File: config.mk
export PLATFORM = sky130hd
export DESIGN_NAME = mod_select_seq_flat
export DESIGN_NICKNAME = d
export VERILOG_FILES = /design/src/rtl/mod_select_pkg.sv /design/src/rtl/mod_select_seq_if.sv /design/src/rtl/mod_select_seq_iter.sv /design/src/rtl/mod_select_seq.sv /design/src/flat_wrapper.sv
export SDC_FILE = /design/constraint.sdc
export NUM_CORES = 1
export LEC_CHECK = 0
export ABC_CLOCK_PERIOD_IN_PS = 9800
export BUFFER_PORTS_ARGS = -buffer_cell sky130_fd_sc_hd__buf_2
export CORE_MARGIN = 8
export CORE_UTILIZATION = 53
export CTS_CLUSTER_SIZE = 25
export DETAILED_ROUTE_END_ITERATION = 8
export GPL_ROUTABILITY_DRIVEN = 1
export PLACE_DENSITY = 0.77
export SLEW_MARGIN = 25
export SYNTH_ARGS = -nofsm -noshare
export SYNTH_HDL_FRONTEND = slang
export SYNTH_HIERARCHICAL = 1
export SYNTH_SLANG_ARGS = --single-unit
export TNS_END_PERCENT = 1
File: constraint.sdc
create_clock -name clk -period 9.8 [get_ports clk]
set_clock_uncertainty 0.1 [all_clocks]
set_input_delay 0.49 -clock clk [delete_from_list [all_inputs] [get_ports clk]]
set_output_delay 0.49 -clock clk [all_outputs]
set_load 0.05 [all_outputs]
File: src/rtl/mod_select_pkg.sv
// Shared types for the sequential modulo-compare-select block.
package mod_select_pkg;

  typedef enum logic [1:0] {
    IDLE,
    DIV,
    SEL,
    HOLD
  } state_t;

  // Width of a counter able to hold values 0..w
  function automatic int unsigned cnt_width(input int unsigned w);
    return $clog2(w + 1);
  endfunction

endpackage

File: src/rtl/mod_select_seq_if.sv
// Operand/result handshake bundle for mod_select_seq.
interface mod_select_seq_if #(
  parameter int unsigned DATAWIDTH = 64
);
  logic                 in_valid;
  logic                 in_ready;
  logic [DATAWIDTH-1:0] a;
  logic [DATAWIDTH-1:0] c;
  logic [DATAWIDTH-1:0] zero;
  logic                 out_valid;
  logic                 out_ready;
  logic [DATAWIDTH-1:0] z;
  logic [DATAWIDTH-1:0] g;
  logic                 eq;
  logic                 div0;

  modport master (
    output in_valid, a, c, zero, out_ready,
    input  in_ready, out_valid, z, g, eq, div0
  );

  modport slave (
    input  in_valid, a, c, zero, out_ready,
    output in_ready, out_valid, z, g, eq, div0
  );
endinterface

File: src/rtl/mod_select_seq_iter.sv
// Iterative restoring remainder unit: one dividend bit per cycle, MSB first.
module mod_iter
  import mod_select_pkg::*;
#(
  parameter int unsigned DATAWIDTH = 64
) (
  input  logic                 clk,
  input  logic                 rst,
  input  logic                 start,
  input  logic [DATAWIDTH-1:0] dividend,
  input  logic [DATAWIDTH-1:0] divisor,
  output logic                 busy,
  output logic                 done,
  output logic [DATAWIDTH-1:0] rem
);
  localparam int unsigned CW = cnt_width(DATAWIDTH);
  localparam int unsigned IW = $clog2(DATAWIDTH);

  logic [CW-1:0]        cnt;
  logic [IW-1:0]        idx;
  logic [DATAWIDTH:0]   trial;
  logic [DATAWIDTH-1:0] diff;
  logic                 ge;

  // trial carries one extra bit so the compare against the divisor never overflows
  always_comb begin
    idx   = IW'(DATAWIDTH - 1) - cnt[IW-1:0];
    trial = {rem, dividend[idx]};
    ge    = (trial >= {1'b0, divisor});
    diff  = trial[DATAWIDTH-1:0] - divisor;
    done  = busy && (cnt == CW'(DATAWIDTH - 1));
  end

  always_ff @(posedge clk or posedge rst) begin
    if (rst) begin
      busy <= 1'b0;
      cnt  <= '0;
      rem  <= '0;
    end else if (start) begin
      busy <= 1'b1;
      cnt  <= '0;
      rem  <= '0;
    end else if (busy) begin
      rem <= ge ? diff : trial[DATAWIDTH-1:0];
      cnt <= cnt + 1'b1;
      if (done) busy <= 1'b0;
    end
  end
endmodule

File: src/rtl/mod_select_seq.sv
// Sequential z = (a % c == zero) ? a - 1 : c + 1 with valid/ready on both sides.
module mod_select_seq
  import mod_select_pkg::*;
#(
  parameter int unsigned DATAWIDTH = 64
) (
  input logic             clk,
  input logic             rst,
  mod_select_seq_if.slave bus
);
  state_t               state, state_nxt;
  logic                 accept;
  logic                 iter_busy, iter_done;
  logic [DATAWIDTH-1:0] a_q, c_q, zero_q, rem;
  logic                 hit;

  always_ff @(posedge clk or posedge rst) begin
    if (rst) state <= IDLE;
    else     state <= state_nxt;
  end

  always_comb begin
    state_nxt = state;
    accept    = 1'b0;
    case (state)
      IDLE: if (bus.in_valid) begin
        accept    = 1'b1;
        state_nxt = DIV;
      end
      DIV:  if (iter_done || !iter_busy) state_nxt = SEL;
      SEL:  state_nxt = HOLD;
      HOLD: if (bus.out_ready) state_nxt = IDLE;
      default: state_nxt = IDLE;
    endcase
  end

  assign bus.in_ready = (state == IDLE);

  always_ff @(posedge clk or posedge rst) begin
    if (rst) begin
      a_q    <= '0;
      c_q    <= '0;
      zero_q <= '0;
    end else if (accept) begin
      a_q    <= bus.a;
      c_q    <= bus.c;
      zero_q <= bus.zero;
    end
  end

  mod_iter #(.DATAWIDTH(DATAWIDTH)) u_iter (
    .clk      (clk),
    .rst      (rst),
    .start    (accept),
    .dividend (a_q),
    .divisor  (c_q),
    .busy     (iter_busy),
    .done     (iter_done),
    .rem      (rem)
  );

  assign hit = (rem == zero_q);

  always_ff @(posedge clk or posedge rst) begin
    if (rst) begin
      bus.out_valid <= 1'b0;
      bus.z         <= '0;
      bus.g         <= '0;
      bus.eq        <= 1'b0;
      bus.div0      <= 1'b0;
    end else if (state == SEL) begin
      bus.out_valid <= 1'b1;
      bus.g         <= rem;
      bus.eq        <= hit;
      bus.z         <= hit ? a_q - 1'b1 : c_q + 1'b1;
      bus.div0      <= (c_q == '0);
    end else if (state == HOLD && bus.out_ready) begin
      bus.out_valid <= 1'b0;
    end
  end
endmodule

File: src/flat_wrapper.sv
// flat-port wrapper written by rule: the top's interface ports become plain ports
module mod_select_seq_flat import mod_select_pkg::*;
#(
  parameter int unsigned DATAWIDTH = 64
)
  (clk, rst, bus_in_valid, bus_a, bus_c, bus_zero, bus_out_ready, bus_in_ready, bus_out_valid, bus_z, bus_g, bus_eq, bus_div0);
  mod_select_seq_if #(.DATAWIDTH(DATAWIDTH)) bus_i ();
  input logic clk;
  input logic rst;
  input wire logic [$bits(bus_i.in_valid)-1:0] bus_in_valid;
  input wire logic [$bits(bus_i.a)-1:0] bus_a;
  input wire logic [$bits(bus_i.c)-1:0] bus_c;
  input wire logic [$bits(bus_i.zero)-1:0] bus_zero;
  input wire logic [$bits(bus_i.out_ready)-1:0] bus_out_ready;
  output wire logic [$bits(bus_i.in_ready)-1:0] bus_in_ready;
  output wire logic [$bits(bus_i.out_valid)-1:0] bus_out_valid;
  output wire logic [$bits(bus_i.z)-1:0] bus_z;
  output wire logic [$bits(bus_i.g)-1:0] bus_g;
  output wire logic [$bits(bus_i.eq)-1:0] bus_eq;
  output wire logic [$bits(bus_i.div0)-1:0] bus_div0;
  assign bus_i.in_valid = bus_in_valid;
  assign bus_i.a = bus_a;
  assign bus_i.c = bus_c;
  assign bus_i.zero = bus_zero;
  assign bus_i.out_ready = bus_out_ready;
  assign bus_in_ready = bus_i.in_ready;
  assign bus_out_valid = bus_i.out_valid;
  assign bus_z = bus_i.z;
  assign bus_g = bus_i.g;
  assign bus_eq = bus_i.eq;
  assign bus_div0 = bus_i.div0;
  mod_select_seq #(.DATAWIDTH(DATAWIDTH)) u_core (.clk(clk), .rst(rst), .bus(bus_i));
endmodule
* Yosys cells after proc, flatten, opt, wreduce, memory -nomap -nowiden
Cells that the tools add are included.
** Operators by class
- Add/subtract/negate cells :: 5
- Reduce and logical (&&, ||, !) cells :: 9
- Mux-type cells :: 19
- Equality and inequality tests :: 8
- Magnitude comparators :: 2
** Operator list (count)
- $mux 64 :: 4
- $ge 65x64->1 :: 1
- $add 64x1->64 const B :: 1
- $eq 64x64->1 :: 1
- $logic_not 64->1 :: 1
- $sub 64x1->64 const B :: 1
- $sub 64x64->64 :: 1
- $mux 7 :: 2
- $mux 1 :: 8
- $pmux 2 s4 :: 1
- $add 7x1->7 const B :: 1
- $eq 7x6->1 const B :: 1
- $lt 6x7->1 const B :: 1
- $bmux 1 s6 :: 1
- $mux 2 :: 3
- $sub 6x6->6 const A :: 1
- $eq 2x2->1 const B :: 2
- $ne 2x2->1 const B :: 2
- $reduce_bool 2->1 :: 2
- $reduce_and 3->1 :: 1
- $eq 2x1->1 const B :: 1
- $logic_and 1x1->1 :: 2
- $logic_not 2->1 :: 1
- $ne 2x1->1 const B :: 1
- other kinds (2) :: 2
** Storage, ports and cells
- Register bits after elaboration :: 397
- Output and inout port bits :: 132
- Input bits :: 196
- Word-level logic and storage cells :: 55

* Logic depth before layout (Yosys ltp)
- Depth in word-level cells :: 7
- Depth in mapped cells :: 23
- Mapped depth without buffers :: 19

* Cells and area by module
The synthesis kept the hierarchy.
** By module, submodules not included
- mod_select_seq :: seq. area each 8132.8 um^2, cells each 1325, area each 16017.9 um^2, times used 1
- mod_iter :: seq. area each 1801.7 um^2, cells each 1053, area each 8204.1 um^2, times used 1

* Least setup slack after synthesis
No wires, ideal clock.
- Path type :: register -> register
- Start :: reg u_core.u_iter.cnt[0]
- End :: reg u_core.u_iter.rem[54]
- Data required time :: 9.612 ns
- Buffers on the path :: 3
- Stages on the path, launching flop included :: 23
- Slack :: 4.855 ns
- Arrival :: 4.757 ns
- Clock period less this slack :: 4.945 ns
- Setup time :: 0.088 ns
- Cells stage by stage :: dfrtp_1 -> clkbuf_1 -> buf_2 -> buf_2 -> mux2i_1 -> o221ai_1 -> o22ai_1 -> a211oi_1 -> a211oi_1 -> a21o_1 -> ha_1 -> fa_1 -> nor2b_1 -> o21ai_0 -> a21boi_1 -> o2111ai_1 -> a211oi_1 -> o21ai_0 -> a21oi_1 -> a41oi_1 -> nor2b_1 -> or3_1 -> a41oi_1
** Between the ends
- Cells in the longest elaborated chain, start to end :: 7
- Elaborated cells on any way between the ends :: 8
- Classes of those cells :: add/sub: 2; order compare: 1; mux: 5
** RTL lines
- from (decl) :: RTL line mod_select_seq_iter.sv:19 : logic [CW-1:0] cnt;
- from (signal assigned) :: RTL line mod_select_seq_iter.sv:45 : cnt <= cnt + 1'b1;
- $sub 6x6->6 (*) :: RTL line mod_select_seq_iter.sv:27 : idx = IW'(DATAWIDTH - 1) - cnt[IW-1:0];
- $bmux 1 s6 (*) :: RTL line mod_select_seq_iter.sv:28 : trial = {rem, dividend[idx]};
- $mux 1 (not written as such) (*) :: RTL line mod_select_seq_iter.sv:28
- $sub 64x64->64 or $ge 65x64->1 (tied branches) :: RTL line mod_select_seq_iter.sv:30, mod_select_seq_iter.sv:29
- $mux 64 (*) :: RTL line mod_select_seq_iter.sv:44 : rem <= ge ? diff : trial[DATAWIDTH-1:0];
- $mux 64 (*) :: RTL line mod_select_seq_iter.sv:43 : end else if (busy) begin
- $mux 64 (*) :: RTL line mod_select_seq_iter.sv:39 : end else if (start) begin
- to (signal assigned) :: RTL line mod_select_seq_iter.sv:44
- to (decl) :: RTL line mod_select_seq_iter.sv:14 : output logic [DATAWIDTH-1:0] rem
Mark *: on every way between the ends. The rest lies on a longest branch, timed or not. The select of a mux whose other input is x is not followed.
A chain may end at the register's enable or synchronous reset.

* Worst setup path in the final report
- Start :: reg u_core.u_iter.cnt[0]
- End :: reg u_core.u_iter.rem[22]
The elaborated chain is that of the path after synthesis.

==> metrics.txt <==
# TYPE chip_impl_metric gauge
chip_impl_info{name="status",value="finished clean"} 1
chip_impl_metric{name="cts_num_sinks",unit=""} 397
chip_impl_metric{name="postRouteAntennaNets",unit=""} 0
chip_impl_info{name="critical_path.reg2reg.startpoint",value="u_core/u_iter/cnt[0]"} 1
chip_impl_metric{name="vdd_drop_max",unit="mV"} 0.113
chip_impl_info{name="holdCritPathClass",value="primary input to register"} 1
chip_impl_metric{name="chipHeight",unit="um"} 230
chip_impl_metric{name="layout.cell_area.non_filler",unit="sq um"} 27700
chip_impl_metric{name="initial_drt_markers",unit=""} 2022
chip_impl_metric{name="ioPinCount",unit=""} 328
chip_impl_metric{name="ff2ff_path_depth",unit=""} 18
chip_impl_metric{name="ctsLongestPathBuffers",unit=""} 3
chip_impl_info{name="timing.critical_path.to",value="u_core/u_iter/rem[22]"} 1
chip_impl_metric{name="drt-wirelength-per-cell",unit="um"} 23.9
chip_impl_metric{name="routed-via-count",unit=""} 20166
chip_impl_metric{name="first_global_vias",unit=""} 20315
chip_impl_metric{name="p_per_area",unit="nW/um^2"} 124
chip_impl_metric{name="synthDistinctLibCells",unit=""} 78
chip_impl_metric{name="grt_use_total",unit="%"} 28.9
chip_impl_metric{name="placed_cell_area",unit="sq um"} 26200
chip_impl_metric{name="max_slew.worst_pin.slew",unit="ps"} 1050
chip_impl_metric{name="synth_seq_cells",unit=""} 397
chip_impl_metric{name="cap_viol_max_count",unit=""} 0
chip_impl_info{name="setup.worst_path.class",value="register to register"} 1
chip_impl_metric{name="final.period_utilization",unit="%"} 60.8
chip_impl_metric{name="areaGrowthSynthToFinish",unit="%"} 14.4
chip_impl_metric{name="postSynthNetCount",unit=""} 2648
chip_impl_metric{name="pin_count_of_the_biggest_net_entering_global_routing",unit=""} 147
chip_impl_metric{name="final_max_slew_viol_count",unit=""} 0
chip_impl_metric{name="synth_compound_gate_area_share",unit="%"} 11.7
chip_impl_metric{name="final-hold-violation-count",unit=""} 0
chip_impl_info{name="crit_path_cell_trace",value="buf_4 > mux4_2 > mux4_2 > mux2i_1 > a21o_1 > ha_1 > nor2b_1 > o21bai_1 > a21oi_2 > o21ai_2 > a211oi_2 > o41ai_4 > o41ai_4 > a31oi_4 > buf_12 > mux2_2 > mux2i_1 > nor2_1"} 1
chip_impl_metric{name="coreArea",unit="sq um"} 45300
chip_impl_info{name="timing.critical_path.from",value="u_core/u_iter/cnt[0]"} 1
chip_impl_metric{name="synth_xor_area_share",unit="%"} 8.21
chip_impl_info{name="synth_top_flop_cell",value="sky130_fd_sc_hd__dfrtp_1"} 1
chip_impl_metric{name="path_clk_slew",unit="ps"} 60
chip_impl_metric{name="setup_total_negative_slack",unit="ps"} 0
chip_impl_metric{name="io_buffers",unit=""} 327
chip_impl_metric{name="drt_pre_antenna_iters",unit=""} 7
chip_impl_metric{name="routed_wl",unit="um"} 78200
chip_impl_metric{name="number_of_synthesized_flops_with_an_enable_pin",unit=""} 0
chip_impl_metric{name="fp-row-count",unit=""} 78
chip_impl_metric{name="dieArea",unit="sq um"} 52800
chip_impl_info{name="layout.cells.most_common",value="sky130_fd_sc_hd__dfrtp_1"} 1
chip_impl_metric{name="synth.yosys.seq_area_share",unit="%"} 41.0
chip_impl_metric{name="detail_route.drc_violations",unit=""} 0
chip_impl_info{name="regToRegEndpoint",value="u_core/u_iter/rem[22]"} 1
chip_impl_metric{name="clkLatencyLatePin",unit="ps"} 600
chip_impl_metric{name="cp_num_buf_inv",unit=""} 2
chip_impl_metric{name="post_synth_instance_area",unit="sq um"} 24200
chip_impl_info{name="endpoint_kind",value="register"} 1
chip_impl_metric{name="critPathMaxStageDelay",unit="ps"} 820
chip_impl_info{name="path_delay_family",value="compound AO/OA/AOI/OAI gates"} 1
chip_impl_metric{name="gr-total-overflow",unit=""} 0
chip_impl_metric{name="timing.slew.headroom",unit="%"} 30.3
chip_impl_metric{name="gpl.final_weighted_congestion",unit=""} 0.984
chip_impl_metric{name="avgViaCountPerCell",unit=""} 6.17
chip_impl_metric{name="timing.fmax",unit="MHz"} 168
chip_impl_metric{name="floorplan.die.width",unit="um"} 230
chip_impl_metric{name="start_util",unit="%"} 53.5
chip_impl_metric{name="numCtsBuffers",unit=""} 43
chip_impl_metric{name="rrSetupSlack",unit="ps"} 3840
chip_impl_metric{name="synth-simple-area-share",unit="%"} 14.1
chip_impl_info{name="synth_top_family_by_area",value="multiplexers"} 1
chip_impl_metric{name="synth_adder_area_share",unit="%"} 3.85
chip_impl_metric{name="syn-instance-count",unit=""} 2378
chip_impl_metric{name="synthesis.yosys.warnings",unit=""} 6
chip_impl_metric{name="drive_gt1_share",unit="%"} 28.0
chip_impl_metric{name="synthMuxAreaShare",unit="%"} 17.1
chip_impl_info{name="grt_setup_unrepaired",value="false"} 1
chip_impl_metric{name="crit_path_max_fanout",unit=""} 78
chip_impl_metric{name="required_time_at_the_worst_slack_endpoint",unit="ps"} 10140
chip_impl_metric{name="cp_data_arrival_time",unit="ps"} 6300
chip_impl_metric{name="post_synth.cell_area_avg",unit="sq um"} 10.2
chip_impl_metric{name="cts-htree-levels",unit=""} 2
chip_impl_info{name="tritoncts",value="done"} 1
chip_impl_info{name="cts_root_buffer",value="sky130_fd_sc_hd__clkbuf_16"} 1
chip_impl_metric{name="post-cts-setup-buffer-count",unit=""} 0
chip_impl_metric{name="design.final.nets",unit=""} 2898
chip_impl_metric{name="period_minus_slack",unit="ps"} 5960
chip_impl_metric{name="antenna_violations_before_repair",unit=""} 1
chip_impl_metric{name="postSynth.asyncResetShare",unit="%"} 100
chip_impl_info{name="layout.cells.most_common_list",value="sky130_fd_sc_hd__dfrtp_1 (396), sky130_fd_sc_hd__buf_2 (327), sky130_fd_sc_hd__mux2_2 (283)"} 1
chip_impl_metric{name="power.static_leakage",unit="nW"} 13.2
chip_impl_metric{name="timing.critical_path.depth",unit=""} 18
chip_impl_metric{name="hpwlAfterDp",unit="um"} 58500
chip_impl_metric{name="grt_pass1_wl",unit="um"} 121000
chip_impl_info{name="crit_slowest_cell",value="sky130_fd_sc_hd__a31oi_4"} 1
chip_impl_metric{name="finalSetupViolations",unit=""} 0
chip_impl_info{name="cp-start-kind",value="register"} 1
[metal layers]
metal / track usage (%) / routed length [um]
met1: 39.5 / 33900
met2: 45.4 / 35800
met3: 5.50 / 5580
met4: 10.3 / 2890
met5: 0 / 13
[how the worst min path moves through the flow]
stage / from / endpoint / depth (start not counted)
2_1_floorplan: u_core/zero_q[0] / u_core/zero_q[0] / 1
3_3_place_gp: u_core/bus.out_valid / u_core/bus.out_valid / 2
3_5_place_dp: u_core/bus.out_valid / u_core/bus.out_valid / 2
4_1_cts: bus_a[34] / u_core/a_q[34] / 2
5_1_grt: bus_c[32] / u_core/c_q[32] / 2
6_report: bus_a[0] / u_core/a_q[0] / 3
[what timing repair did]
action	in CTS	in global routing
hold endpoints to repair	57	0
gates resized for setup	0	0
setup endpoints to repair	0	0
hold buffers	2	0
[area by class of cell]
class	count	area [sq um]
Inverter	106	405
Timing Repair Buffer	343	1790
Fill cell	3827	17600
Antenna cell	5	12.5
Multi-Input combinational cell	1737	13300
Sequential cell	397	9940
Clock buffer	63	1250
Clock inverter	17	235
Tap cell	600	751
[cells in the mapped netlist (5+ instances only)]
cell type / count / area, sq um
sky130_fd_sc_hd__a211oi_1: 53 / 398
sky130_fd_sc_hd__a21o_1: 36 / 270
sky130_fd_sc_hd__a21oi_1: 112 / 561
sky130_fd_sc_hd__a22o_1: 5 / 43.8
sky130_fd_sc_hd__a31oi_1: 23 / 144
sky130_fd_sc_hd__a41oi_1: 5 / 43.8
sky130_fd_sc_hd__and2_1: 12 / 75.1
sky130_fd_sc_hd__and3_1: 20 / 125
sky130_fd_sc_hd__and4_1: 12 / 105
sky130_fd_sc_hd__buf_2: 9 / 45.0
sky130_fd_sc_hd__clkbuf_1: 115 / 432
sky130_fd_sc_hd__dfrtp_1: 397 / 9930
sky130_fd_sc_hd__ha_1: 73 / 913
sky130_fd_sc_hd__inv_1: 105 / 394
sky130_fd_sc_hd__mux2_2: 283 / 3190
sky130_fd_sc_hd__mux2i_1: 65 / 651
sky130_fd_sc_hd__mux4_2: 14 / 315
sky130_fd_sc_hd__nand2_1: 126 / 473
sky130_fd_sc_hd__nand2b_1: 15 / 93.8
sky130_fd_sc_hd__nand3_1: 49 / 245
sky130_fd_sc_hd__nand4_1: 65 / 407
sky130_fd_sc_hd__nor2_1: 143 / 537
sky130_fd_sc_hd__nor2b_1: 20 / 125
sky130_fd_sc_hd__nor3_1: 57 / 285
sky130_fd_sc_hd__nor3b_1: 5 / 37.5
sky130_fd_sc_hd__nor4_1: 68 / 425
sky130_fd_sc_hd__o211ai_1: 6 / 45.0
sky130_fd_sc_hd__o21a_1: 13 / 97.6
sky130_fd_sc_hd__o21ai_0: 57 / 285
sky130_fd_sc_hd__o21bai_1: 15 / 113
sky130_fd_sc_hd__o221ai_1: 25 / 219
sky130_fd_sc_hd__o22ai_1: 7 / 43.8
sky130_fd_sc_hd__o31a_1: 8 / 70.1
sky130_fd_sc_hd__o31ai_1: 11 / 82.6
sky130_fd_sc_hd__or2_2: 15 / 93.8
sky130_fd_sc_hd__or3_1: 20 / 125
sky130_fd_sc_hd__or4_1: 12 / 90.1
sky130_fd_sc_hd__xnor2_1: 179 / 1570
sky130_fd_sc_hd__xor2_1: 48 / 420
[registers in the layout (all words and copies together) (netlist names)]
name / flops
u_core/a_q: 64
u_core/bus.g: 64
u_core/bus.z: 64
u_core/c_q: 64
u_core/u_iter/rem: 64
u_core/zero_q: 64
u_core/u_iter/cnt: 7
u_core/state: 2
u_core/bus.div0: 1
u_core/bus.eq: 1
u_core/bus.out_valid: 1
u_core/u_iter/busy: 1
[per-stage QoR]
step	hold slack [ps]	worst slack, ps	instances	util [%]	total power, W
floorplan	402	212	2378	-	0.00169
global placement	372	4040	3181	57.8	0.00175
detailed placement	364	3930	3181	57.8	0.00175
CTS	2.53	3920	3263	61.2	0.00346
global route	9.21	3560	3263	61.2	0.00353
finish	16.2	3840	3268	61.2	0.00343
[worst register-to-register path: stages (launching register included)]
cell	delay (ps)
sky130_fd_sc_hd__dfrtp_1	320
sky130_fd_sc_hd__buf_4	370
sky130_fd_sc_hd__mux4_2	580
sky130_fd_sc_hd__mux4_2	490
sky130_fd_sc_hd__mux2i_1	240
sky130_fd_sc_hd__a21o_1	260
sky130_fd_sc_hd__ha_1	180
sky130_fd_sc_hd__nor2b_1	50
sky130_fd_sc_hd__o21bai_1	190
sky130_fd_sc_hd__a21oi_2	110
sky130_fd_sc_hd__o21ai_2	240
sky130_fd_sc_hd__a211oi_2	140
sky130_fd_sc_hd__o41ai_4	500
sky130_fd_sc_hd__o41ai_4	200
sky130_fd_sc_hd__a31oi_4	820
sky130_fd_sc_hd__buf_12	370
sky130_fd_sc_hd__mux2_2	470
sky130_fd_sc_hd__mux2i_1	130
sky130_fd_sc_hd__nor2_1	50
[kinds of logic (layout without fill, tap and decap cells)]
kind of cell / count (synthesis) / count (layout)
compound gates: 417 / 417
mux: 362 / 362
other cells: 0 / 5
buf+inv: 244 / 529
xor+xnor: 227 / 227
simple gates: 657 / 657
flops: 397 / 397
fa+ha+maj: 74 / 74
[where the power goes]
| part | leakage [nW] | switching [W] | total (W) | internal (W) |
|---|---|---|---|---|
| clock | 0.726 | 0.000705 | 0.00171 | 0.00100 |
| sequential | 5.33 | 0 | 0.00164 | 0.00164 |
| combinational | 7.18 | 0.0000506 | 0.0000807 | 0.0000300 |
| total | 13.2 | 0.000756 | 0.00343 | 0.00267 |
Note: power is estimated with default switching activity, not from simulation.
